## src/rtl/tcm_arbiter.sv

```systemverilog
// tcm_arbiter: merges the instruction-fetch port and the data port onto the
// single TCM request bus and steers each TCM ack/read-data back to its issuer.
// The data port has priority. A starvation counter lets fetch win one contested
// cycle after STARVE_LIMIT consecutive losses.
module tcm_arbiter #(
    parameter int MEM_ADDR_WIDTH = 8,
    parameter int STARVE_LIMIT   = 4
) (
    input  logic                        i_clk,
    input  logic                        i_reset_n,
    // Instruction-fetch master (read-only)
    input  logic                        i_if_req,
    input  logic [MEM_ADDR_WIDTH+1:2]   i_if_addr,
    output logic                        o_if_gnt,
    output logic                        o_if_ack,
    output logic [31:0]                 o_if_data,
    // Data master (load/store)
    input  logic                        i_dm_req,
    input  logic [MEM_ADDR_WIDTH+1:2]   i_dm_addr,
    input  logic                        i_dm_write,
    input  logic [3:0]                  i_dm_sel,
    input  logic [31:0]                 i_dm_wdata,
    output logic                        o_dm_gnt,
    output logic                        o_dm_ack,
    output logic [31:0]                 o_dm_data,
    // TCM request bus
    output logic                        o_dev_sel,
    output logic [MEM_ADDR_WIDTH+1:2]   o_addr,
    output logic [3:0]                  o_sel,
    output logic                        o_write,
    output logic [31:0]                 o_wdata,
    input  logic                        i_ack,
    input  logic [31:0]                 i_rdata
);

    localparam logic [3:0] STARVE_MAX = 4'(STARVE_LIMIT);

    typedef enum logic [1:0] {
        WIN_NONE,
        WIN_IF,
        WIN_DM
    } winner_e;

    winner_e    winner;
    logic [3:0] r_starve;
    logic       r_vld;
    logic       r_own;

    // Pick this cycle's winner: data first unless fetch has waited long enough.
    always_comb begin
        // NOTE: default first so every path assigns winner; a missing branch would infer a latch.
        winner = WIN_NONE;
        if (i_if_req && i_dm_req) begin
            winner = (r_starve == STARVE_MAX) ? WIN_IF : WIN_DM;
        end else if (i_if_req) begin
            winner = WIN_IF;
        end else if (i_dm_req) begin
            winner = WIN_DM;
        end
    end

    // Drive grants and mux the winner onto the TCM bus; idle leaves the bus at zero.
    always_comb begin
        o_if_gnt  = 1'b0;
        o_dm_gnt  = 1'b0;
        o_dev_sel = 1'b0;
        o_addr    = '0;
        o_sel     = 4'h0;
        o_write   = 1'b0;
        o_wdata   = 32'h0;
        case (winner)
            WIN_IF: begin
                o_if_gnt  = 1'b1;
                o_dev_sel = 1'b1;
                o_addr    = i_if_addr;
                o_sel     = 4'hF;
            end
            WIN_DM: begin
                o_dm_gnt  = 1'b1;
                o_dev_sel = 1'b1;
                o_addr    = i_dm_addr;
                o_sel     = i_dm_sel;
                o_write   = i_dm_write;
                o_wdata   = i_dm_wdata;
            end
            default: ;
        endcase
    end

    // Count consecutive fetch losses, saturating at the limit.
    always_ff @(posedge i_clk or negedge i_reset_n) begin
        if (!i_reset_n) begin
            r_starve <= 4'd0;
        end else if (!i_if_req || o_if_gnt) begin
            // NOTE: non-blocking assignment for state so every flop samples pre-edge values.
            r_starve <= 4'd0;
        end else if (r_starve != STARVE_MAX) begin
            r_starve <= r_starve + 4'd1;
        end
    end

    // Remember whether a request went out last cycle and which master owns it.
    always_ff @(posedge i_clk or negedge i_reset_n) begin
        if (!i_reset_n) begin
            r_vld <= 1'b0;
            r_own <= 1'b0;
        end else begin
            r_vld <= o_dev_sel;
            r_own <= (winner == WIN_DM);
        end
    end

    // Steer the TCM response to its owner; a stray ack with no tag is dropped.
    always_comb begin
        o_if_ack  = i_ack & r_vld & ~r_own;
        o_dm_ack  = i_ack & r_vld & r_own;
        o_if_data = o_if_ack ? i_rdata : 32'h0;
        o_dm_data = o_dm_ack ? i_rdata : 32'h0;
    end

endmodule

```

## config.mk

```make
export PLATFORM = sky130hd
export DESIGN_NAME = tcm_arbiter
export DESIGN_NICKNAME = d
export VERILOG_FILES = /design/src/rtl/tcm_arbiter.sv
export SDC_FILE = /design/constraint.sdc
export NUM_CORES = 1
export LEC_CHECK = 0
export CORE_AREA = 2 2 113 60
export CTS_BUF_LIST = sky130_fd_sc_hd__clkbuf_4 sky130_fd_sc_hd__clkbuf_8 sky130_fd_sc_hd__clkbuf_16
export CTS_CLUSTER_DIAMETER = 80
export CTS_CLUSTER_SIZE = 14
export DETAILED_ROUTE_END_ITERATION = 12
export DIE_AREA = 0 0 115 62
export PLACE_DENSITY = 0.76
export SLEW_MARGIN = 20
export SYNTH_ARGS = -nofsm -noshare
export SYNTH_HDL_FRONTEND = slang
export SYNTH_SLANG_ARGS = --single-unit
```

## constraint.sdc

```tcl
create_clock -name i_clk -period 1.5 [get_ports i_clk]
set_input_delay 0.225 -clock i_clk [delete_from_list [all_inputs] [get_ports i_clk]]
set_output_delay 0.225 -clock i_clk [all_outputs]
set_load 0.02 [all_outputs]
```

==> results by group <==
Global route
  – Largest net degree at the start of global routing: 30
  – Vias in the first global route: 1845
  – Gr usage total: 0.1616
  – First-pass GRT wire length: 9.066 mm
  – Initial antenna violation count: 0
  – Grt total ovfl: 0

STA
  – Max Fclk: 532.0 MHz
  – RSZ-0062 raised after global routing: true
  – Final setup viols: 80
  – WHS: 253.3 ps
  – Final worst-path cycle share: 1.253
  – Least-Margin Pin Slew: 290.4 ps
  – Clk_skew: 0.7312 ps
  – Rel. slew slack: 0.8058
  – Max-slew violation count: 0
  – Final worst slack: -379.7 ps
  – Final setup TNS: -16200 ps
  – Final-report hold violation count: 0
  – Min Tclk post-route: 1880 ps

Outcome
  – Failing checks: negative setup slack
  – Status: complete, but fails checks

Clock network
  – CTS Buf Count: 3
  – CTS tree: done
  – Hold Buf Count CTS: 0
  – CTS root buf: clkbuf_16
  – Clock-pin slew on the worst setup and hold paths: 30 ps
  – Clock Sinks: 6
  – Worst skew pair latency: 220 ps
  – Clk buf depth: 2
  – CTS H-tree lvls: 1

Setup path
  – Crit start category: flip-flop
  – Crit. End Element: output port
  – Slowest CP cell: dfrtp_1
  – Buf+Inv Stages, Crit Path: 3
  – Worst path max stage delay: 370 ps
  – Crit path kind: flip-flop to output port
  – CP required: 1270 ps
  – Worst path cell trace: inv_2 > ha_4 > nand3b_4 > o21a_4 > buf_12 > a22o_4 > buf_2
  – Cell family with most CP delay: compound AO/OA/AOI/OAI gates
  – Crit-path max FO: 10
  – Worst EP arrival: 1650 ps

Pwr
  – Power per cell area: 433.6 nW/um2
  – LEAKAGE: 0.001952 uW
  – P_int: 1222 uW
  – Sw Share: 0.3054
  – Psw: 537.3 uW
  – Worst vdd ir: 0.3425 mV
  – Total Power: 1760 uW
  – Clk pwr share: 0.238
  – Combinational Power Share: 0.664
  – Seq pwr share: 0.098

Logic synthesis
  – Syn nets: 240
  – Mapped cell area: 1089 um2
  – FF+latch count, synth: 6
  – Synth unique cells: 20
  – Avg Cell Area, Syn: 7.355 um2
  – Mapped Cells: 148
  – Yosys synthesis warning count: 0
  – Seq/Total Area, Yosys: 0.1379

Drt
  – DRC Markers: 0
  – WL met2: 3.790 mm
  – Vias/cell: 4.086
  – Vias: 1855
  – Antenna Violating Nets Remaining: 0
  – Top routing layer in use: met4
  – DRT met1 WL: 2.759 mm
  – TritonRoute pass-1 iters: 2
  – Met3 routed WL: 494 um
  – DRT iter0 DRCs: 37
  – Routed WL: 7.070 mm
  – Wire length per cell: 15.57 um

Final layout
  – Proportion of layout cells with a drive suffix above 1: 0.7112
  – Number of diodes: 0
  – Post-route cell area: 4058 um2
  – Layout net count: 468
  – Area added between synthesis and finish: 272.8%

Worst hold path
  – Hold/Removal Path Class: primary input to async pin

Floorplanning
  – Die width: 115 um
  – Die ar.: 7130 um2
  – Total core area: 6306 um2
  – Row count: 21
  – Die height: 62 um
  – IO Pins: 204
  – Initial core utilization: 0.1726

Place
  – RD Place Congestion: 0.7131
  – Placed Area: 3465 um2
  – Dpl hpwl: 5.026 mm
  – Buffers added on ports: 203

Run
  – Max_cap viols: 0
## power groups by stage
stage / combinational, uW / sequential (uW) / clock, uW
detailed placement: 982 / 173 / 0
floorplan: 411 / 173 / 0
global route: 1230 / 173 / 443
CTS: 1060 / 172 / 429
global placement: 976 / 173 / 0
finish: 1170 / 173 / 419
## path summary, 6_finish.rpt
kind	end	cells after the start	start	slack [ps]
setup reg to reg	r_starve[2]$_DFFE_PN0P_	6	r_starve[1]$_DFFE_PN0P_	260
min in group i_clk	r_own$_DFF_PN0_	2	i_dm_req	380
setup / recovery	o_addr[7]	7	r_starve[1]$_DFFE_PN0P_	-380
hold reg to reg	r_starve[3]$_DFFE_PN0P_	3	r_starve[3]$_DFFE_PN0P_	610
max in group asynchronous	r_vld$_DFF_PN0_	1	i_reset_n	1020
hold / removal	r_starve[0]$_DFFE_PN0P_	1	i_reset_n	250
## registers in the layout, indices dropped and copies added, names as in the netlist
signal and count:
r_starve 4, r_own 1, r_vld 1
## layout by cell type (no fill, tap or decap), types with 2 or more instances in the layout
cell / synthesis / layout
clkdlybuf4s50_1: 0 / 87
a22o_4: 0 / 5
inv_2: 0 / 2
and2_2: 0 / 4
buf_6: 5 / 106
inv_1: 4 / 2
nor2_1: 5 / 4
nand3_1: 2 / 2
buf_2: 1 / 13
buf_16: 0 / 2
a22o_1: 8 / 3
and2_4: 0 / 93
a21o_4: 0 / 4
clkbuf_16: 0 / 5
dfrtp_1: 6 / 6
buf_4: 0 / 13
buf_12: 0 / 8
## logic make-up (layout without fill, tap and decap cells)
family	after synthesis	count (layout)	synth area share
AO/OA/AOI/OAI	14	14	0.1138
XOR/XNOR	2	2	0.01609
adder cells (fa/ha/maj)	2	2	0.02298
buffers and inverters	16	242	0.09194
flip-flops	6	6	0.1379
AND/OR/NAND/NOR	108	108	0.6172
## area by class of cell
class | count | area, um2
Timing Repair Buffer | 235 | 2532
Multi-Input combinational cell | 126 | 1185
Clock buffer | 3 | 75.07
Sequential cell | 6 | 150.1
Inverter | 4 | 15.01
Tap cell | 80 | 100.1
Fill cell | 535 | 2248
## Yosys cell counts
cell type   n  share of area
nor2_1      5          0.017
and2_1     97           0.56
a22o_1      8          0.064
and3_1      1         0.0058
or2_2       1         0.0058
clkbuf_1    5          0.017
a21o_1      4          0.028
nand3b_4    1          0.018
a21oi_2     1         0.0080
o21a_4      1          0.014
nand2_1     1         0.0034
clkbuf_2    1         0.0046
dfrtp_1     6           0.14
ha_1        2          0.023
xnor2_1     1         0.0080
inv_1       4          0.014
xor2_1      1         0.0080
nand3_1     2         0.0092
buf_2       1         0.0046
buf_6       5          0.052
## layer usage
metal / vias up / global-route usage
met2: 81 / 0.3059
met1: 859 / 0.1998
met3: 2 / 0.03395
li1: 913 / -
met5: - / 0
met4: 0 / 0.02065
## worst reg2reg max path, stage by stage, from the launching register on
cell     delay [ps]
dfrtp_1         370
buf_4           130
buf_4           120
buf_4           120
ha_1            180
xnor2_1         140
nor2_1           50
## metrics by stage
step / util / cells / setup WS, ps
after floorplan: - / 148 / -52.35
after global placement: 0.5494 / 434 / -688.5
after detailed placement: 0.5494 / 434 / -700.6
after CTS: 0.5825 / 449 / -429.6
after global routing: 0.6435 / 454 / -441.3
final: 0.6435 / 454 / -379.7
## repair_timing
action / 4_1_cts / 5_1_grt
resized for setup: 611 / 132
endpoints found under the setup margin: 114 / 110
cloned: 4 / 3
pin swaps: 16 / 55
buffers inserted: 8 / 4
Note: power is estimated with default switching activity, not from simulation.
